--- config.mk ---
export PLATFORM = sky130hd
export DESIGN_NAME = st4_mem_access_unit_flat
export DESIGN_NICKNAME = d
export VERILOG_FILES = /design/src/rtl/st4_mem_access_unit_if.sv /design/src/rtl/st4_mem_access_unit.sv /design/src/flat_wrapper.sv
export SDC_FILE = /design/constraint.sdc
export NUM_CORES = 1
export LEC_CHECK = 0
export BUFFER_PORTS_ARGS = -buffer_cell sky130_fd_sc_hd__buf_4
export CORE_AREA = 2 2 90 84
export DETAILED_ROUTE_END_ITERATION = 8
export DIE_AREA = 0 0 92 86
export PLACE_DENSITY = 0.81
export SLEW_MARGIN = 10
export SYNTH_ARGS = -nofsm -noshare
export SYNTH_HDL_FRONTEND = slang
export SYNTH_SLANG_ARGS = --single-unit
--- constraint.sdc ---
create_clock -name clk -period 1.9 [get_ports clk]
set_input_delay 0.38 -clock clk [delete_from_list [all_inputs] [get_ports clk]]
set_output_delay 0.38 -clock clk [all_outputs]
set_load 0.02 [all_outputs]
--- src/rtl/st4_mem_access_unit_if.sv ---
// Request/response and data-memory bundle for the MEM-stage access unit.
// master: the access unit; slave: pipeline plus memory side.
interface st4_mem_access_unit_if #(
  parameter int ADDR_W = 16,
  parameter int MEM_AW = 15,
  parameter int DATA_W = 16
);
  // pipeline request / response
  logic              req_valid;
  logic              req_ready;
  logic [1:0]        req_mem_read;
  logic [1:0]        req_mem_write;
  logic [ADDR_W-1:0] req_addr;
  logic [DATA_W-1:0] req_wdata;
  logic              resp_valid;
  logic [DATA_W-1:0] resp_data;
  logic              resp_err;
  // data memory port
  logic              mem_re;
  logic              mem_we;
  logic [MEM_AW-1:0] mem_addr;
  logic [DATA_W-1:0] mem_wdata;
  logic [DATA_W-1:0] mem_rdata;

  modport master (
    input  req_valid,
    output req_ready,
    input  req_mem_read,
    input  req_mem_write,
    input  req_addr,
    input  req_wdata,
    output resp_valid,
    output resp_data,
    output resp_err,
    output mem_re,
    output mem_we,
    output mem_addr,
    output mem_wdata,
    input  mem_rdata
  );

  modport slave (
    output req_valid,
    input  req_ready,
    output req_mem_read,
    output req_mem_write,
    output req_addr,
    output req_wdata,
    input  resp_valid,
    input  resp_data,
    input  resp_err,
    input  mem_re,
    input  mem_we,
    input  mem_addr,
    input  mem_wdata,
    output mem_rdata
  );
endinterface

--- src/rtl/st4_mem_access_unit.sv ---
// MEM-stage load/store initiator for a 16-bit-word data memory.
// Ports: clk, rst (sync, active-high), bus (st4_mem_access_unit_if.master).
module st4_mem_access_unit #(
  parameter int ADDR_W = 16,
  parameter int MEM_AW = 15,
  parameter int DATA_W = 16
) (
  input  logic                  clk,
  input  logic                  rst,
  st4_mem_access_unit_if.master bus
);

  localparam logic [2:0] S_IDLE    = 3'd0;
  localparam logic [2:0] S_RD      = 3'd1;
  localparam logic [2:0] S_RD_WAIT = 3'd2;
  localparam logic [2:0] S_WR      = 3'd3;
  localparam logic [2:0] S_RESP    = 3'd4;

  // OP_LW is zero so cleared registers select a plain word path
  localparam logic [1:0] OP_LW  = 2'd0;
  localparam logic [1:0] OP_LBU = 2'd1;
  localparam logic [1:0] OP_SW  = 2'd2;
  localparam logic [1:0] OP_SB  = 2'd3;

  logic [2:0]        r_state;
  logic [1:0]        r_op;
  logic [ADDR_W-1:0] r_addr;
  logic [DATA_W-1:0] r_wdata;
  logic [DATA_W-1:0] r_word;
  logic [DATA_W-1:0] r_resp_data;
  logic              r_resp_err;

  logic              w_none;
  logic              w_illegal;
  logic              w_err;
  logic [1:0]        w_op;
  logic              w_a0;
  logic [7:0]        w_lane;
  logic [DATA_W-1:0] w_sb_word;
  logic [MEM_AW-1:0] w_mem_addr;

  assign w_a0 = bus.req_addr[0];

  assign w_none =
    (bus.req_mem_read == 2'b00) &&
    (bus.req_mem_write == 2'b00);

  assign w_illegal =
    ((bus.req_mem_read != 2'b00) &&
     (bus.req_mem_write != 2'b00)) ||
    (bus.req_mem_read == 2'b11) ||
    (bus.req_mem_write == 2'b11);

  always_comb begin
    w_err = 1'b0;
    w_op  = OP_LW;
    unique case (1'b1)
      w_none: begin
        w_err = 1'b0;
      end
      w_illegal: begin
        w_err = 1'b1;
      end
      (!w_illegal && bus.req_mem_read == 2'b01): begin
        w_op  = OP_LW;
        w_err = w_a0;
      end
      (!w_illegal && bus.req_mem_read == 2'b10): begin
        w_op  = OP_LBU;
      end
      (!w_illegal && bus.req_mem_write == 2'b01): begin
        w_op  = OP_SW;
        w_err = w_a0;
      end
      (!w_illegal && bus.req_mem_write == 2'b10): begin
        w_op  = OP_SB;
      end
      default: begin
        w_err = 1'b0;
      end
    endcase
  end

  // lane of the word arriving from memory in RD_WAIT
  assign w_lane = r_addr[0] ?
    bus.mem_rdata[15:8] : bus.mem_rdata[7:0];

  // store-byte merge: replace one lane, keep the other
  assign w_sb_word = r_addr[0] ?
    {r_wdata[7:0], r_word[7:0]} :
    {r_word[15:8], r_wdata[7:0]};

  assign w_mem_addr = r_addr[ADDR_W-1:1];

  always_ff @(posedge clk) begin
    if (rst) begin
      r_state     <= S_IDLE;
      r_op        <= OP_LW;
      r_addr      <= '0;
      r_wdata     <= '0;
      r_word      <= '0;
      r_resp_data <= '0;
      r_resp_err  <= 1'b0;
    end else begin
      case (r_state)
        S_IDLE: begin
          if (bus.req_valid && !w_none) begin
            r_op    <= w_op;
            r_addr  <= bus.req_addr;
            r_wdata <= bus.req_wdata;
            if (w_err) begin
              r_resp_data <= '0;
              r_resp_err  <= 1'b1;
              r_state     <= S_RESP;
            end else if (w_op == OP_SW) begin
              r_state <= S_WR;
            end else begin
              r_state <= S_RD;
            end
          end
        end
        S_RD: begin
          r_state <= S_RD_WAIT;
        end
        S_RD_WAIT: begin
          r_word <= bus.mem_rdata;
          if (r_op == OP_SB) begin
            r_state <= S_WR;
          end else begin
            r_resp_data <= (r_op == OP_LW) ?
              bus.mem_rdata : {8'h00, w_lane};
            r_resp_err  <= 1'b0;
            r_state     <= S_RESP;
          end
        end
        S_WR: begin
          r_resp_data <= '0;
          r_resp_err  <= 1'b0;
          r_state     <= S_RESP;
        end
        S_RESP: begin
          r_state <= S_IDLE;
        end
        default: begin
          r_state <= S_IDLE;
        end
      endcase
    end
  end

  assign bus.req_ready  = (r_state == S_IDLE);
  assign bus.resp_valid = (r_state == S_RESP);
  assign bus.resp_data  = r_resp_data;
  assign bus.resp_err   = r_resp_err;

  // enables gated by rst so an aborted write never reaches memory
  assign bus.mem_re = !rst && (r_state == S_RD);
  assign bus.mem_we = !rst && (r_state == S_WR);

  assign bus.mem_addr  = w_mem_addr;
  assign bus.mem_wdata = (r_op == OP_SB) ?
    w_sb_word : r_wdata;

endmodule

--- src/flat_wrapper.sv ---
// flat-port wrapper written by rule: the top's interface ports become plain ports
module st4_mem_access_unit_flat 
#(
  parameter int ADDR_W = 16,
  parameter int MEM_AW = 15,
  parameter int DATA_W = 16
)
  (clk, rst, bus_req_valid, bus_req_ready, bus_req_mem_read, bus_req_mem_write, bus_req_addr, bus_req_wdata, bus_resp_valid, bus_resp_data, bus_resp_err, bus_mem_re, bus_mem_we, bus_mem_addr, bus_mem_wdata, bus_mem_rdata);
  st4_mem_access_unit_if #(.ADDR_W(ADDR_W), .MEM_AW(MEM_AW), .DATA_W(DATA_W)) bus_i ();
  input  logic clk;
  input  logic rst;
  input wire logic [$bits(bus_i.req_valid)-1:0] bus_req_valid;
  output wire logic [$bits(bus_i.req_ready)-1:0] bus_req_ready;
  input wire logic [$bits(bus_i.req_mem_read)-1:0] bus_req_mem_read;
  input wire logic [$bits(bus_i.req_mem_write)-1:0] bus_req_mem_write;
  input wire logic [$bits(bus_i.req_addr)-1:0] bus_req_addr;
  input wire logic [$bits(bus_i.req_wdata)-1:0] bus_req_wdata;
  output wire logic [$bits(bus_i.resp_valid)-1:0] bus_resp_valid;
  output wire logic [$bits(bus_i.resp_data)-1:0] bus_resp_data;
  output wire logic [$bits(bus_i.resp_err)-1:0] bus_resp_err;
  output wire logic [$bits(bus_i.mem_re)-1:0] bus_mem_re;
  output wire logic [$bits(bus_i.mem_we)-1:0] bus_mem_we;
  output wire logic [$bits(bus_i.mem_addr)-1:0] bus_mem_addr;
  output wire logic [$bits(bus_i.mem_wdata)-1:0] bus_mem_wdata;
  input wire logic [$bits(bus_i.mem_rdata)-1:0] bus_mem_rdata;
  assign bus_i.req_valid = bus_req_valid;
  assign bus_req_ready = bus_i.req_ready;
  assign bus_i.req_mem_read = bus_req_mem_read;
  assign bus_i.req_mem_write = bus_req_mem_write;
  assign bus_i.req_addr = bus_req_addr;
  assign bus_i.req_wdata = bus_req_wdata;
  assign bus_resp_valid = bus_i.resp_valid;
  assign bus_resp_data = bus_i.resp_data;
  assign bus_resp_err = bus_i.resp_err;
  assign bus_mem_re = bus_i.mem_re;
  assign bus_mem_we = bus_i.mem_we;
  assign bus_mem_addr = bus_i.mem_addr;
  assign bus_mem_wdata = bus_i.mem_wdata;
  assign bus_i.mem_rdata = bus_mem_rdata;
  st4_mem_access_unit #(.ADDR_W(ADDR_W), .MEM_AW(MEM_AW), .DATA_W(DATA_W)) u_core (.clk(clk), .rst(rst), .bus(bus_i));
endmodule
Word level (Yosys, flattened, before mapping)
Index checks and enable logic that the tools add are counted.
- bits in registers: 70
- bits in latches: 0
- memory bits (writable): 0
- memory bits (read-only): 0
- word-level logic and storage cells: 65
- memories: 0
- $add $sub $neg: 0
- multiply operators: 0
- div/mod/pow operators: 0
- order comparisons: 0
- equal/unequal tests: 15
- shift operators: 0
- muxes and demuxes: 19
- bitwise operators: 0
- reductions and logical operators: 24
- operators by type and width (operator ; number):
    16-bit two-way mux ; 6
    16-bit one-hot mux with 3 select lines ; 1
    2-bit equality test (second input constant) ; 6
    3-bit one-hot mux with 4 select lines ; 1
    1-bit logical AND ; 9
    3-bit two-way mux ; 3
    8-bit two-way mux ; 1
    3-bit by 2-bit equality test with 1-bit output (second input constant) ; 2
    2-bit logical NOT ; 3
    2-bit one-hot mux with 3 select lines ; 1
    2-bit by 1-bit equality test with 1-bit output (second input constant) ; 2
    2-bit by 1-bit inequality test with 1-bit output (second input constant) ; 2
    4-bit AND reduction ; 1
    2-bit nonzero test ; 2
    3-bit by 1-bit equality test with 1-bit output (second input constant) ; 1
    3-bit equality test (second input constant) ; 1
    1-bit logical NOT ; 3
    3-bit logical NOT ; 1
    1-bit two-way mux ; 3
    1-bit one-hot mux with 3 select lines ; 1
    3-bit nonzero test ; 1
    1-bit logical OR ; 2
    2-bit two-way mux ; 1
    2-bit inequality test (second input constant) ; 1
    other kinds (3) ; 3

Logic depth before layout (Yosys ltp)
- depth after elaboration: 12
- mapped depth: 7

Worst setup path before layout
No wires, ideal clock.
- path type: reg-to-output
- start point: register u_core.r_op[0]
- end point: output port bus_mem_wdata[13]
- arrival: 1.465 ns
- slack: 0.055 ns
- cell stages (with the launch flop): 6
- cells stage by stage: dfxtp_1 and2_1 clkbuf_1 clkbuf_1 nor2_1 a21oi_1
- word-level cells in the longest chain between the ends: 2
- ends and longest elaborated chain (element ; line ; text):
    from (decl) ; st4_mem_access_unit.sv:26 ; logic [1:0] r_op;
    from (signal assigned) ; st4_mem_access_unit.sv:108 ; r_op <= w_op;
    2-bit equality test ; st4_mem_access_unit.sv:161 ; assign bus.mem_wdata = (r_op == OP_SB) ?
    16-bit two-way mux ; st4_mem_access_unit.sv:161 ;
    to (decl) ; flat_wrapper.sv:24 ; output wire logic [$bits(bus_i.mem_wdata)-1:0] bus_mem_wdata;
Every way passes these cells.

Worst setup path after layout
- start point: register u_core.r_op[0]
- end point: output port bus_mem_wdata[2]
Same word-level chain as after synthesis.

==> impl_results.md <==
- Synth warn: 0
- Clk slew on worst S/H paths: around 0.080 ns
- Post-synth top flop: dfxtp_1
- Post-synth EDFFs: 0
- Clk buf depth: 2
- Via count: approximately 2800
- Fill count: 626
- Status: finished clean
- H-tree Lvls: 3
- Actual slew at the worst max-slew pin: about 0.57 ns
- Most common cell after layout, fill and taps aside: buf_4
- Drt wl/cell: roughly 14 µm
- Util after Layout: 0.601
- DR vias/cell: approximately 5
- Async set-reset flop share out of synthesis: 0
- Peak supply drop: roughly 0.47 mV
- Post-DP Area: between 3000 and 4000 µm²
- P per Cell Area: approximately 820 nW/µm²
- Avg Inst Size Synth: between 8 and 9 µm²
- Final Max Slew Viols: 0
- Hold buffer count at cts: 0
- Worst setup EP type: output pin
- Slew HR: 0.621
- CP Launch Type: flop
- Die X-Extent: between 90 and 100 µm
- Reg2reg path depth: 5
- First-pass GRT wire length: ~13000 µm
- CP Buf/Inv Count: 1
- Vias in the first global route: between 2000 and 3000
- Hold path depth: 2
- Num CTS Buffers: 9
- Initial Util: 0.444
- Die area: approximately 7900 µm²
- CP max FO: 8
- Most frequent cells in the layout: 123 x buf_4, 107 x nand2_1, 67 x dfxtp_1, 63 x a21oi_1, 16 x mux2_2
- Final hold vios: 0
- Critical path cell sequence: and2_4, nand2_4, mux2_2, buf_4
- Largest net degree at the start of global routing: 33
- Register area share after synthesis: 0.458
- GRT Overall Usage: 0.199
- Global route overflow: 0
- RSZ-0062 raised after global routing: yes
- Cell family with most CP delay: multiplexers
- Setup violations, final: 0
- Core Footprint: 6890 µm²
- RePlAce Congestion: roughly 0.83
- Critical path type: flop to output pin
- Clock skew: 0.00716 ns
- Synthesized flop and latch total: 70
- Cells after Synth: between 300 and 400
- Clock Latency Late Sink: between 0.3 and 0.4 ns
- Die outline height: approximately 86 µm
- Postcts setup bufs: 0
- CTS tree: yes
- Routed wire length: 7750 µm
- DRT Pass-1 Iters: 4
- Layout cells sized above 1: 0.354
- Hold Crit Class: input pin to flop
- Final ANT Viol Nets: 0
- WP data arrival: roughly 1.5 ns
- DP Wirelength: between 5000 and 6000 µm
- LEAKAGE: between 1.5 and 2 nW
- DR iter-0 viols: approximately 110
- Sink Count: 70
- Post-synthesis cell area: 3060 µm²
- Tcrit/Tclk final: 0.988
- Buffers on Ports: 106
- Minimum clock period: 1.88 ns
- Clk Tree Root Cell: clkbuf_8
- FP Rows: 29
- Count of cell types in the netlist: 30
- Post-synthesis net count: roughly 430
- Fin area: ~4100 µm²
- Total Nets Final: about 520
- Max Freq: about 530 MHz
- Ports: 107
- Initial antenna violation count: 0
- Remaining DRCs: 0
- Slowest cell delay on critical path: 0.37 ns
- Area Growth Syn to Fin: 35.3%
- Crit. path cell count: 4
- Max cap viols: 0
- Crit-path slowest cell: mux2_2
- N_diodes: 0
- Worst EP required: around 1.5 ns
## through the flow
step	hold slack [ns]	setup WS (ns)	cells	total power [mW]	setup TNS (ns)
final	0.267	0.0233	565	3.41	0
after detailed placement	0.447	-0.0748	549	2.22	-0.519
after global routing	0.249	-0.0231	565	3.58	-0.108
after floorplan	0.434	0.0550	371	1.97	0
after global placement	0.442	0.101	549	2.20	0
after CTS	0.251	-0.00209	565	3.44	-0.00209
## cell type report
type / count / area, µm² / area share
Clock buffer: 9 / 124 / 0.0299
Clock inverter: 7 / 77.6 / 0.0187
Inverter: 2 / 7.51 / 0.00181
Multi-Input combinational cell: 259 / 1460 / 0.354
Sequential cell: 70 / 1410 / 0.339
Tap cell: 93 / 116 / 0.0281
Timing Repair Buffer: 125 / 946 / 0.228
## worst register-to-register path, cell delays in order (launching register included)
cell     delay, ns
dfxtp_1       0.33
buf_4         0.16
or3b_1        0.40
nor2_1        0.46
nand2_1       0.12
mux2i_1       0.16
## state kept, by name (all words and copies together), names as in the netlist
register,flops
u_core.bus.resp_data,16
u_core.r_wdata,16
u_core.r_addr,16
u_core.bus.resp_err,1
u_core.r_word,16
u_core.r_state,3
u_core.r_op,2
## synthesized netlist by cell type (all sizes together), types with 2 or more instances
cell type  number  area (µm²)
a211oi          3        27.5
a21oi          63         315
dfxtp          70        1400
mux2i          16         160
nand2         108         405
buf            20         138
nor2           13        48.8
xnor2           2        17.5
nor4            2        25.0
nand2b         11        68.8
mux2           16         180
a22o            8        70.1
o21ai           2        10.0
or4             3        22.5
clkbuf         20        76.3
nor3            3        15.0
inv             2        7.51
## worst paths after layout
kind                     startpoint                        to  slack, ns
setup / recovery     u_core.r_op[0]          bus_mem_wdata[2]       0.02
hold / removal    bus_mem_rdata[11]  u_core.bus.resp_data[11]       0.27
setup reg to reg  u_core.r_state[2]   u_core.bus.resp_data[6]       0.21
hold reg to reg    u_core.r_word[1]          u_core.r_word[1]       0.46
## cell families (layout without fill, tap and decap cells)
group	Yosys count	after routing	synth area share
xor gates and xnor gates	2	2	0.00572
and+or+nand+nor	144	144	0.200
muxes	32	32	0.111
DFF	70	70	0.458
buffers and inverters	42	143	0.0724
AOI/OAI and AO/OA	81	81	0.152
## layer usage
layer	wire length, µm	global-route usage	up-vias
met4	126	0.0801	0
met3	407	0.0492	11
met1	3530	0.256	1267
met2	3690	0.324	85
met5	0	0	-
li1	-	-	1424
## where the power goes
group	internal (mW)	total, mW	switching [mW]
registers	1.53	1.58	0.0434
clock network	0.620	1.22	0.600
logic	0.287	0.613	0.326
## what timing repair did
item                                    4_1_cts  5_1_grt
endpoints found under the setup margin        8       16
resized for setup                             7        3
pin swaps                                     1        0
Note: power is estimated with default switching activity, not from simulation.
